**src/rtl/pipeline_step_controller.sv**
```systemverilog
// ---------------------------------------------------------------------------
// pipeline_step_controller
//   Execution sequencer for the 5-stage pipeline. Consumes command bytes from
//   the debug UART rx FIFO and drives the single enable that advances every
//   pipeline stage. Supports continuous run ('c'), single step ('s'),
//   run-N-cycles ('n' N), one PC breakpoint ('b' hi lo / 'r' clear), stop
//   from the host ('h') and stop on a halt opcode. Every stop is followed by
//   a state dump request; new commands wait until the dump has completed.
//
// Ports
//   clock, reset     : system clock, synchronous active-high reset
//   cmd_data/valid   : command byte and FIFO-not-empty from the UART rx FIFO
//   cmd_ready        : FIFO pop (byte consumed when cmd_valid & cmd_ready)
//   pc               : current IF-stage PC
//   instruccion      : instruction currently in IF/ID
//   pipeline_enable  : pipeline advances on edges where this is 1
//   halted           : 1 while idle and accepting commands
//   dump_request     : one-cycle pulse asking the debug unit to send state
//   dump_done        : debug unit finished transmission (one-cycle pulse)
//   cycle_count      : enabled cycles since reset (wraps)
//   state_debug      : encoded FSM state
// ---------------------------------------------------------------------------
module pipeline_step_controller #(
   parameter int         PC_WIDTH    = 11,
   parameter int         CNT_WIDTH   = 16,
   parameter logic [5:0] HALT_OPCODE = 6'b111111
) (
   input  logic                 clock,
   input  logic                 reset,
   input  logic [7:0]           cmd_data,
   input  logic                 cmd_valid,
   output logic                 cmd_ready,
   input  logic [PC_WIDTH-1:0]  pc,
   input  logic [31:0]          instruccion,
   output logic                 pipeline_enable,
   output logic                 halted,
   output logic                 dump_request,
   input  logic                 dump_done,
   output logic [CNT_WIDTH-1:0] cycle_count,
   output logic [2:0]           state_debug
);

   localparam logic [2:0] S_IDLE  = 3'd0;
   localparam logic [2:0] S_RUN   = 3'd1;
   localparam logic [2:0] S_STEP  = 3'd2;
   localparam logic [2:0] S_RUN_N = 3'd3;
   localparam logic [2:0] S_ARG1  = 3'd4;
   localparam logic [2:0] S_ARG2  = 3'd5;
   localparam logic [2:0] S_DUMP  = 3'd6;

   localparam logic [7:0] CMD_RUN   = 8'h63;  // 'c'
   localparam logic [7:0] CMD_STEP  = 8'h73;  // 's'
   localparam logic [7:0] CMD_RUN_N = 8'h6E;  // 'n'
   localparam logic [7:0] CMD_BP    = 8'h62;  // 'b'
   localparam logic [7:0] CMD_CLRBP = 8'h72;  // 'r'
   localparam logic [7:0] CMD_HALT  = 8'h68;  // 'h'

   logic [2:0]           state_q, state_d;
   logic                 bp_valid_q, bp_valid_d;
   logic [PC_WIDTH-1:0]  bp_addr_q, bp_addr_d;
   logic [7:0]           run_cnt_q, run_cnt_d;
   logic                 skip_q, skip_d;
   logic [7:0]           arg_hi_q, arg_hi_d;
   logic                 arg_is_bp_q, arg_is_bp_d;
   logic                 dump_first_q, dump_first_d;
   logic [CNT_WIDTH-1:0] cycle_count_q, cycle_count_d;

   logic in_run;
   logic stop_hit;
   logic pop;
   logic halt_cmd;

   // Only the opcode field of the instruction matters here.
   logic unused_instr_bits;
   assign unused_instr_bits = ^instruccion[25:0];

   // State register and all controller flops.
   always_ff @(posedge clock) begin
      if (reset) begin
         state_q       <= S_IDLE;
         bp_valid_q    <= 1'b0;
         bp_addr_q     <= '0;
         run_cnt_q     <= '0;
         skip_q        <= 1'b0;
         arg_hi_q      <= '0;
         arg_is_bp_q   <= 1'b0;
         dump_first_q  <= 1'b0;
         cycle_count_q <= '0;
      end else begin
         state_q       <= state_d;
         bp_valid_q    <= bp_valid_d;
         bp_addr_q     <= bp_addr_d;
         run_cnt_q     <= run_cnt_d;
         skip_q        <= skip_d;
         arg_hi_q      <= arg_hi_d;
         arg_is_bp_q   <= arg_is_bp_d;
         dump_first_q  <= dump_first_d;
         cycle_count_q <= cycle_count_d;
      end
   end

   // Outputs, decoded from the current state.
   always_comb begin
      in_run   = (state_q == S_RUN) || (state_q == S_RUN_N);
      // The first cycle after (re)entering a run is always executed so that
      // resuming from a breakpoint or halt opcode makes forward progress.
      stop_hit = in_run && !skip_q &&
                 ((bp_valid_q && (pc == bp_addr_q)) ||
                  (instruccion[31:26] == HALT_OPCODE));

      pipeline_enable = 1'b0;
      cmd_ready       = 1'b0;
      case (state_q)
         S_IDLE, S_ARG1, S_ARG2: cmd_ready = 1'b1;
         S_RUN, S_RUN_N: begin
            cmd_ready       = 1'b1;
            pipeline_enable = !stop_hit;
         end
         S_STEP:  pipeline_enable = 1'b1;
         default: ;
      endcase

      pop          = cmd_valid && cmd_ready;
      halt_cmd     = pop && (cmd_data == CMD_HALT);
      halted       = (state_q == S_IDLE);
      dump_request = dump_first_q;
      cycle_count  = cycle_count_q;
      state_debug  = state_q;
   end

   // Next-state and register update logic.
   always_comb begin
      state_d       = state_q;
      bp_valid_d    = bp_valid_q;
      bp_addr_d     = bp_addr_q;
      run_cnt_d     = run_cnt_q;
      arg_hi_d      = arg_hi_q;
      arg_is_bp_d   = arg_is_bp_q;
      cycle_count_d = pipeline_enable ? cycle_count_q + CNT_WIDTH'(1) : cycle_count_q;

      case (state_q)
         S_IDLE: begin
            if (pop) begin
               case (cmd_data)
                  CMD_RUN:   state_d = S_RUN;
                  CMD_STEP:  state_d = S_STEP;
                  CMD_RUN_N: begin
                     state_d     = S_ARG1;
                     arg_is_bp_d = 1'b0;
                  end
                  CMD_BP: begin
                     state_d     = S_ARG1;
                     arg_is_bp_d = 1'b1;
                  end
                  CMD_CLRBP: bp_valid_d = 1'b0;
                  default:   ;
               endcase
            end
         end
         S_ARG1: begin
            if (pop) begin
               if (arg_is_bp_q) begin
                  arg_hi_d = cmd_data;
                  state_d  = S_ARG2;
               end else begin
                  run_cnt_d = cmd_data;
                  state_d   = (cmd_data == 8'd0) ? S_IDLE : S_RUN_N;
               end
            end
         end
         S_ARG2: begin
            if (pop) begin
               bp_addr_d  = PC_WIDTH'({arg_hi_q, cmd_data});
               bp_valid_d = 1'b1;
               state_d    = S_IDLE;
            end
         end
         S_RUN: begin
            if (stop_hit || halt_cmd) state_d = S_DUMP;
         end
         S_RUN_N: begin
            if (pipeline_enable) run_cnt_d = run_cnt_q - 8'd1;
            // Early stops discard whatever count is left.
            if (stop_hit || halt_cmd || (pipeline_enable && run_cnt_q == 8'd1)) begin
               state_d   = S_DUMP;
               run_cnt_d = '0;
            end
         end
         S_STEP: state_d = S_DUMP;
         S_DUMP: begin
            if (dump_done) state_d = S_IDLE;
         end
         default: state_d = S_IDLE;
      endcase

      skip_d       = ((state_d == S_RUN) || (state_d == S_RUN_N)) && !in_run;
      dump_first_d = (state_d == S_DUMP) && (state_q != S_DUMP);
   end

endmodule

```
**config.mk**
```make
export PLATFORM = sky130hd
export DESIGN_NAME = pipeline_step_controller
export DESIGN_NICKNAME = d
export VERILOG_FILES = /design/src/rtl/pipeline_step_controller.sv
export SDC_FILE = /design/constraint.sdc
export NUM_CORES = 1
export LEC_CHECK = 0
export ABC_CLOCK_PERIOD_IN_PS = 2200
export CAP_MARGIN = 10
export CORE_MARGIN = 1.5
export CORE_UTILIZATION = 40
export DETAILED_ROUTE_END_ITERATION = 6
export PLACE_DENSITY_LB_ADDON = 0.15
export SETUP_SLACK_MARGIN = 0.3
export SKIP_CTS_REPAIR_TIMING = 1
export SLEW_MARGIN = 20
export SYNTH_ARGS = -nofsm -noshare
export SYNTH_HDL_FRONTEND = slang
export SYNTH_SLANG_ARGS = --single-unit
```
**constraint.sdc**
```tcl
create_clock -name clock -period 2.2 [get_ports clock]
set_clock_uncertainty 0.1 [all_clocks]
set_input_delay 0.66 -clock clock [delete_from_list [all_inputs] [get_ports clock]]
set_output_delay 0.66 -clock clock [all_outputs]
set_load 0.01 [all_outputs]
```
After elaboration in Yosys (flattened, before gate mapping)

Index checks and enable logic that the tools add are counted.

Input port bits: 55
Logic and storage cells: 87
Output and inout port bits: 23
Flip-flop bits (word level): 45

Muxes and demuxes: 22
Reductions and logical operators: 29
Add/sub/neg operators: 2
Eq/ne operators: 25

Operator list:

| kind                    | number |
|---|---|
| $eq A8 B7 Y1 const B    | 6 |
| $mux W8                 | 4 |
| $mux W3                 | 7 |
| $pmux W3 S7             | 1 |
| $add A16 B1 Y16 const B | 1 |
| $pmux W8 S2             | 1 |
| $eq A3 B3 Y1 const B    | 4 |
| $eq A11 B11 Y1          | 1 |
| $eq A3 B2 Y1 const B    | 3 |
| $pmux W3 S3             | 1 |
| $eq A8 B1 Y1 const B    | 1 |
| $logic_and A1 B1 Y1     | 8 |
| $logic_not A8 Y1        | 1 |
| $reduce_and A4 Y1       | 2 |
| $sub A8 B1 Y8 const B   | 1 |
| $eq A3 B1 Y1 const B    | 2 |
| $eq A6 B6 Y1 const B    | 1 |
| $ne A2 B2 Y1 const B    | 3 |
| $pmux W1 S2             | 3 |
| $reduce_and A3 Y1       | 2 |
| $reduce_bool A2 Y1      | 3 |
| $logic_or A1 B1 Y1      | 5 |
| $reduce_or A5 Y1        | 1 |
| $mux W1                 | 4 |
| other kinds (8)         | 12 |

Longest topological paths before layout

Gate-level depths: netlist (run 1).

Depth after elaboration: 13
Depth in mapped cells: 8
Depth with buffers taken out: 7

Worst setup path before layout (run 1)

No wires, ideal clock.

Path type: in2out
From: input pc[6]
To: output pipeline_enable
Path buffers: 0
Stages on the path: 5
Arrival: 1.497 ns
Data required time: 1.440 ns
Slack: -0.057 ns
Cell sequence: xor2_1 -> nor4_2 -> nand4_2 -> nand2_2 -> inv_4

Cells in the longest elaborated chain, start to end: 6

RTL lines:

| what                | RTL line | source |
|---|---|---|
| from (decl)         | 33       | `input logic [PC_WIDTH-1:0] pc,` |
| $eq A11 B11 Y1      | 108      | `((bp_valid_q && (pc == bp_addr_q)) \|\|` |
| $logic_and A1 B1 Y1 | 108      |  |
| $logic_or A1 B1 Y1  | 108      |  |
| $logic_and A1 B1 Y1 | 107      | `stop_hit = in_run && !skip_q &&` |
| $logic_not A1 Y1    | 117      | `pipeline_enable = !stop_hit;` |
| $pmux W1 S2         | 113      | `case (state_q)` |
| to (decl)           | 35       | `output logic pipeline_enable,` |

Every way passes these cells.

Worst setup path in the final report (run 1)

From: input pc[8]
To: output pipeline_enable

The elaborated chain is that of the path after synthesis.

==> results.yml, run 1 <==
sta:
  relSlewSlack_pct: 61.7
  slew_viol_final: 0
  setup_violations: 2
  fmax_mhz: 410
  tightest_slew_ns: 0.570
  hold_viol: 0
  rsz0062_at_grt: "yes"
  setup_slack_ns: -0.241
  finalCritPeriodShare_pct: 111
  fin_crit_ns: 2.44
synth:
  synth_cell_types: 62
  synthCells: 301
  synth_edf_count: 0
  async_flop_share_pct: 0
  synth_warnings: 0
  seq_area_frac_synth_pct: 35.8
  syn_area_per_cell_um2: 8.36
  synth-seq-cells: 45
  ys.flop_type: "dfxtp_1"
  synth_nets: 359
  syn_area_um2: 2510
detailed_routing:
  wl_um: 6810
  routedWlPerCell_um: 14.6
  drtAntennaViolNets: 0
  vias: 2527
  avgViaCountPerCell: 5.42
  drt_iter0_drc: 140
  drtPass1Iterations: 4
  drc: 0
floorplan:
  rows: 28
  die-width_um: 82.3
  die_y_um: 82.3
  io_pins: 78
  initial_utilization_pct: 42.0
  core-area_um2: 5990
  dieArea_um2: 6770
global_routing:
  overflow: 0
  grt.total_usage_pct: 20.4
  grt_pass1_wl_um: 10500
  antenna_found_initial: 0
  grt_max_degree: 17
  grt_pass1_vias: 2253
clocking:
  cts.sinks: 45
  htree_num_levels: 2
  root_buffer: "clkbuf_8"
  cts_tree: "built"
  clock_latency_ns: 0.31
  cts_made_buffers: 5
  clk_pin_slew_ns: 0.08
  cts_buffer_depth: 2
worst_hold_path:
  hold_path_class: "flip-flop to flip-flop"
power_and_ir_drop:
  power_w: 0.00161
  peakVddDrop_uv: 271
  p_leak_nw: 1.98
  power_density_nw_per_um2: 431
finish:
  diodes: 0
  drive_gt1_share_pct: 28.4
  fin_area_um2: 3740
  final_util_pct: 62.5
  syn_to_final_growth_pct: 48.8
  instances_no_fill: 466
  fin_nets: 448
worst_setup_path:
  cp-end-kind: "primary output"
  slowest_stage: "nor4_2"
  rr_worst_depth: 8
  critPathMaxFanout: 2
  critPathTopFamily: "simple AND/OR/NAND/NOR gates"
  r2r-end: "cycle_count[5]$_SDFFE_PP0P_"
  rr_startpoint: "bp_addr_q[4]$_SDFFE_PP0P_"
  crit_chain: "dlymetal6s2s_1, xor2_2, nor4_2, nand4_2, nand2_4, inv_4, buf_6"
  crit_buf_inv: 3
  crit_start: "pc[8]"
  cp.arrival_ns: 1.68
  startpoint_type: "input pin"
  r2r_slack_ns: 0.19
  crit_path_max_incr_delay_ns: 0.27
  path_class: "input pin to primary output"
  critPathCapture: "pipeline_enable"
  cp.depth: 7
  crit_required_ns: 1.44
run:
  cap_violations: 0
status:
  violations: "setup timing"
  status: "complete, but fails checks"
place:
  portBuffers: 51
  place_area_um2: 3410
  hpwl_um: 5000
  place_inst: 455
  gp_congestion: 0.899
==> where the power goes <==
| part | total [W] | switching, W | leakage, nW | internal, W |
|---|---|---|---|---|
| sequential | 0.000817 | 0.00000169 | 0.366 | 0.000815 |
| combinational | 0.000156 | 0.0000750 | 1.56 | 0.0000815 |
| clock | 0.000639 | 0.000297 | 0.0554 | 0.000341 |
| total | 0.00161 | 0.000374 | 1.98 | 0.00124 |
==> area by class of cell <==
cell class	instances	area, µm²
flip-flops and latches	45	910
clock buffers	6	72.6
clock inverters	2	38.8
fillers	534	2250
inverters	6	25.0
well taps	75	93.8
multi-input cells	237	1660
repair buffers	95	938
==> Yosys cell counts, types with 3 or more instances <==
cell type,number,area share [%]
a211oi_1,4,1.2
a21oi_1,22,4.4
and3_1,9,2.2
and4_1,4,1.4
clkbuf_1,11,1.6
dfxtp_1,45,36
ha_1,3,1.5
inv_1,4,0.60
mux2_1,3,1.3
mux2i_1,3,1.2
nand2_1,42,6.3
nand3_1,10,2.0
nand4_1,9,2.2
nor2_1,30,4.5
nor2b_1,8,2.0
nor3_1,5,0.99
nor4_2,3,1.5
o21ai_0,11,2.2
or4_1,3,0.90
xor2_1,18,6.3
==> metal layers <==
layer  vias up  wire length (µm)  global-route usage (%)
met2        77              3140                    32.4
li1       1257                 -                       -
met4         0                88                    6.61
met5         -                 0                       0
met3         9               420                    4.07
met1      1184              3150                    27.5
==> logic make-up after synthesis <==
group | after synthesis | synth area share [%]
buf+inv | 20 | 3.38
fa+ha+maj | 3 | 1.49
compound gates | 60 | 16.3
mux | 8 | 3.73
xor+xnor | 20 | 6.97
simple gates | 145 | 32.3
flops | 45 | 35.8
==> registers in the layout (all words and copies together) (netlist names) <==
register,cells
cycle_count,16
bp_addr_q,11
run_cnt_q,8
arg_hi_q,3
state_debug,3
arg_is_bp_q,1
bp_valid_q,1
dump_request,1
skip_q,1
==> tightest hold or removal path, stage by stage (launching register included) <==
cell and delay [ns]:
dfxtp_1 0.32, nand2_1 0.05, a21oi_1 0.05
==> metrics by stage <==
stage                     hold WS (ns)  TNS, ns  worst slack (ns)
after global placement           0.348   -14.22            -0.896
final                            0.366   -0.248            -0.241
after CTS                        0.367    -3.85            -0.924
after global routing             0.383   -0.406            -0.302
after floorplan                  0.332  -0.0453           -0.0453
after detailed placement         0.348   -14.95            -0.919
==> placed cells by master, fill, tap and decap left out, types with 5 or more instances in the layout <==
master          instances
o21ai_0                 9
a21oi_1                22
and3_1                  6
xor2_1                 16
clkbuf_8                5
buf_4                  41
nand3_1                 7
dfxtp_1                38
nand2_1                41
dfxtp_2                 7
nor2b_1                 8
dlymetal6s2s_1         40
nand4_1                 9
nor2_1                 29
clkbuf_2                5
==> how the worst min path moves through the flow <==
stage / from / endpoint / slack [ns] / depth (start not counted)
floorplan: arg_hi_q[2]$_SDFFE_PP0P_ / bp_addr_q[10]$_SDFFE_PP0P_ / 0.33 / 2
global placement: arg_hi_q[2]$_SDFFE_PP0P_ / bp_addr_q[10]$_SDFFE_PP0P_ / 0.35 / 2
detailed placement: arg_hi_q[2]$_SDFFE_PP0P_ / bp_addr_q[10]$_SDFFE_PP0P_ / 0.35 / 2
CTS: arg_hi_q[2]$_SDFFE_PP0P_ / bp_addr_q[10]$_SDFFE_PP0P_ / 0.37 / 2
global route: bp_addr_q[1]$_SDFFE_PP0P_ / bp_addr_q[1]$_SDFFE_PP0P_ / 0.38 / 2
finish: arg_hi_q[2]$_SDFFE_PP0P_ / bp_addr_q[10]$_SDFFE_PP0P_ / 0.37 / 2
Note: power is estimated with default switching activity, not from simulation.
==> inputs of run 2 (changes only) <==
SLEW_MARGIN = default   (was 20)
==> results of run 2 <==
Same layout as run 1: the final DEF is identical, and so are final timing and power.
==> inputs of run 3 (changes only) <==
ABC_CLOCK_PERIOD_IN_PS = 2980   (was 2200)
CORE_MARGIN = 2   (was 1.5)
CTS_CLUSTER_SIZE = 10   (was default)
clock period = 2.98 ns   (was 2.2 ns; I/O delays follow)
==> run 3 against run 2 <==
Against the previous run:
- the flow now finishes without violations
- sequential share of layout area is 1.7 points higher
- total power is 31% lower
- critical path type unchanged
- worst setup slack better by 0.27 ns
- non-clock buffer count is 18 lower
- cell count decreased by 4.1%
- sequential power fell by 26%
- flip-flop and latch count did not move
- first-iteration DRC count increased by 4.3%
- utilization shrank 4.7 points
- register-to-register slack improved by 0.61 ns
- worst hold slack got worse by 0.0092 ns
- highest routed layer unchanged
- routed wire length fell by 6.1%
==> results.yml, run 3 (same netlist as run 1, synthesis figures left out) <==
clocking:
  htree_num_levels: 2
  root_buffer: "clkbuf_8"
  cts_made_buffers: 5
  cts.sinks: 45
  clock_latency_ns: 0.30
  clk_pin_slew_ns: 0.08
  cts_tree: "built"
  cts_buffer_depth: 2
floorplan:
  initial_utilization_pct: 42.0
  die-width_um: 83.3
  dieArea_um2: 6940
  io_pins: 78
  core-area_um2: 5990
  rows: 28
  die_y_um: 83.3
detailed_routing:
  drtPass1Iterations: 4
  drtAntennaViolNets: 0
  vias: 2387
  drc: 0
  drt_iter0_drc: 146
  wl_um: 6390
  routedWlPerCell_um: 14.3
  avgViaCountPerCell: 5.34
worst_setup_path:
  critPathMaxFanout: 2
  critPathTopFamily: "simple AND/OR/NAND/NOR gates"
  crit_required_ns: 1.99
  cp.arrival_ns: 1.96
  slowest_stage: "nor4_2"
  cp-end-kind: "primary output"
  rr_startpoint: "state_debug[0]$_SDFF_PP0_"
  startpoint_type: "input pin"
  path_class: "input pin to primary output"
  r2r-end: "cycle_count[8]$_SDFFE_PP0P_"
  crit_buf_inv: 3
  rr_worst_depth: 8
  crit_path_max_incr_delay_ns: 0.36
  crit_chain: "dlymetal6s2s_1, xor2_1, nor4_2, nand4_4, nand2_4, inv_4, buf_6"
  r2r_slack_ns: 0.80
worst_hold_path:
  hold_path_class: "flip-flop to flip-flop"
  min_from: "arg_hi_q[2]$_SDFFE_PP0P_"
  holdPathEnd: "bp_addr_q[10]$_SDFFE_PP0P_"
  hold_depth: 2
finish:
  nFillCells: 539
  layout_common_cells: "45 x dfxtp_1, 41 x nand2_1, 33 x clkdlybuf4s50_1"
  final_common_cell: "dfxtp_1"
  fin_nets: 429
  multi_input_area_um2: 1590
  seq_area_um2: 901
  diodes: 0
  largest_register_ff_count: 16
  instances_no_fill: 447
  syn_to_final_growth_pct: 37.7
  drive_gt1_share_pct: 18.0
sta:
  hold_viol: 0
  slew_viol_final: 0
  fin_crit_ns: 2.95
  setup_violations: 0
  fmax_mhz: 339
  rsz0062_at_grt: "yes"
  tns_ns: 0
  relSlewSlack_pct: 59.3
  finalCritPeriodShare_pct: 99.1
  tightest_slew_ns: 0.610
run:
  cap_violations: 0
power_and_ir_drop:
  power_density_nw_per_um2: 322
  peakVddDrop_uv: 158
  p_leak_nw: 1.48
global_routing:
  grt_pass1_vias: 2226
  overflow: 0
  grt_pass1_wl_um: 10600
  antenna_found_initial: 0
  grt_max_degree: 51
  grt.total_usage_pct: 18.4
status:
  status: "finished clean"
place:
  gp_congestion: 0.926
  portBuffers: 51
  hpwl_um: 4570
  place_inst: 437
[run 3: report_power, final]
group | switching (W) | internal, W
registers | 0.00000117 | 0.000602
clock network | 0.000212 | 0.000188
logic | 0.0000533 | 0.0000582
[run 3: worst max-delay path by stage]
stage	startpoint	endpoint	cells after the start
floorplan	pc[6]	pipeline_enable	5
global placement	pc[1]	pipeline_enable	8
detailed placement	pc[1]	pipeline_enable	8
CTS	pc[1]	pipeline_enable	8
global route	pc[1]	pipeline_enable	8
finish	pc[3]	pipeline_enable	7
[run 3: stage by stage]
stage	util (%)	hold slack [ns]	cell area [µm²]	total power, W	worst slack (ns)
2_1_floorplan	-	0.332	2510	0.000655	0.266
3_3_place_gp	54.3	0.341	3250	0.000725	-0.629
3_5_place_dp	54.3	0.348	3250	0.000726	-0.642
4_1_cts	55.9	0.360	3350	0.00113	-0.646
5_1_grt	57.8	0.388	3460	0.00116	-0.0477
6_report	57.8	0.357	3460	0.00111	0.0261
[run 3: layer usage]
metal  track usage, %  vias to the layer above  wire [µm]
li1                 -                     1205          -
met1             25.0                     1121       3050
met2             29.8                       54       2990
met3             4.17                        7        272
met4             4.47                        0         72
met5                0                        -          0
[run 3: area by class of cell]
type / instances / share of cell area, %
clock inverters: 2 / 0.397
flip-flops and latches: 45 / 26.0
inverters: 6 / 0.723
clock buffers: 6 / 2.38
multi-input cells: 236 / 46.0
well taps: 75 / 2.71
repair buffers: 77 / 21.8
[run 3: worst reg2reg max path, stage by stage (launching register included)]
cell	delay, ns
dfxtp_1	0.47
inv_2	0.11
o41a_1	0.51
buf_4	0.17
buf_4	0.12
and4_1	0.27
nand4_1	0.14
xor2_1	0.15
nor2_1	0.06
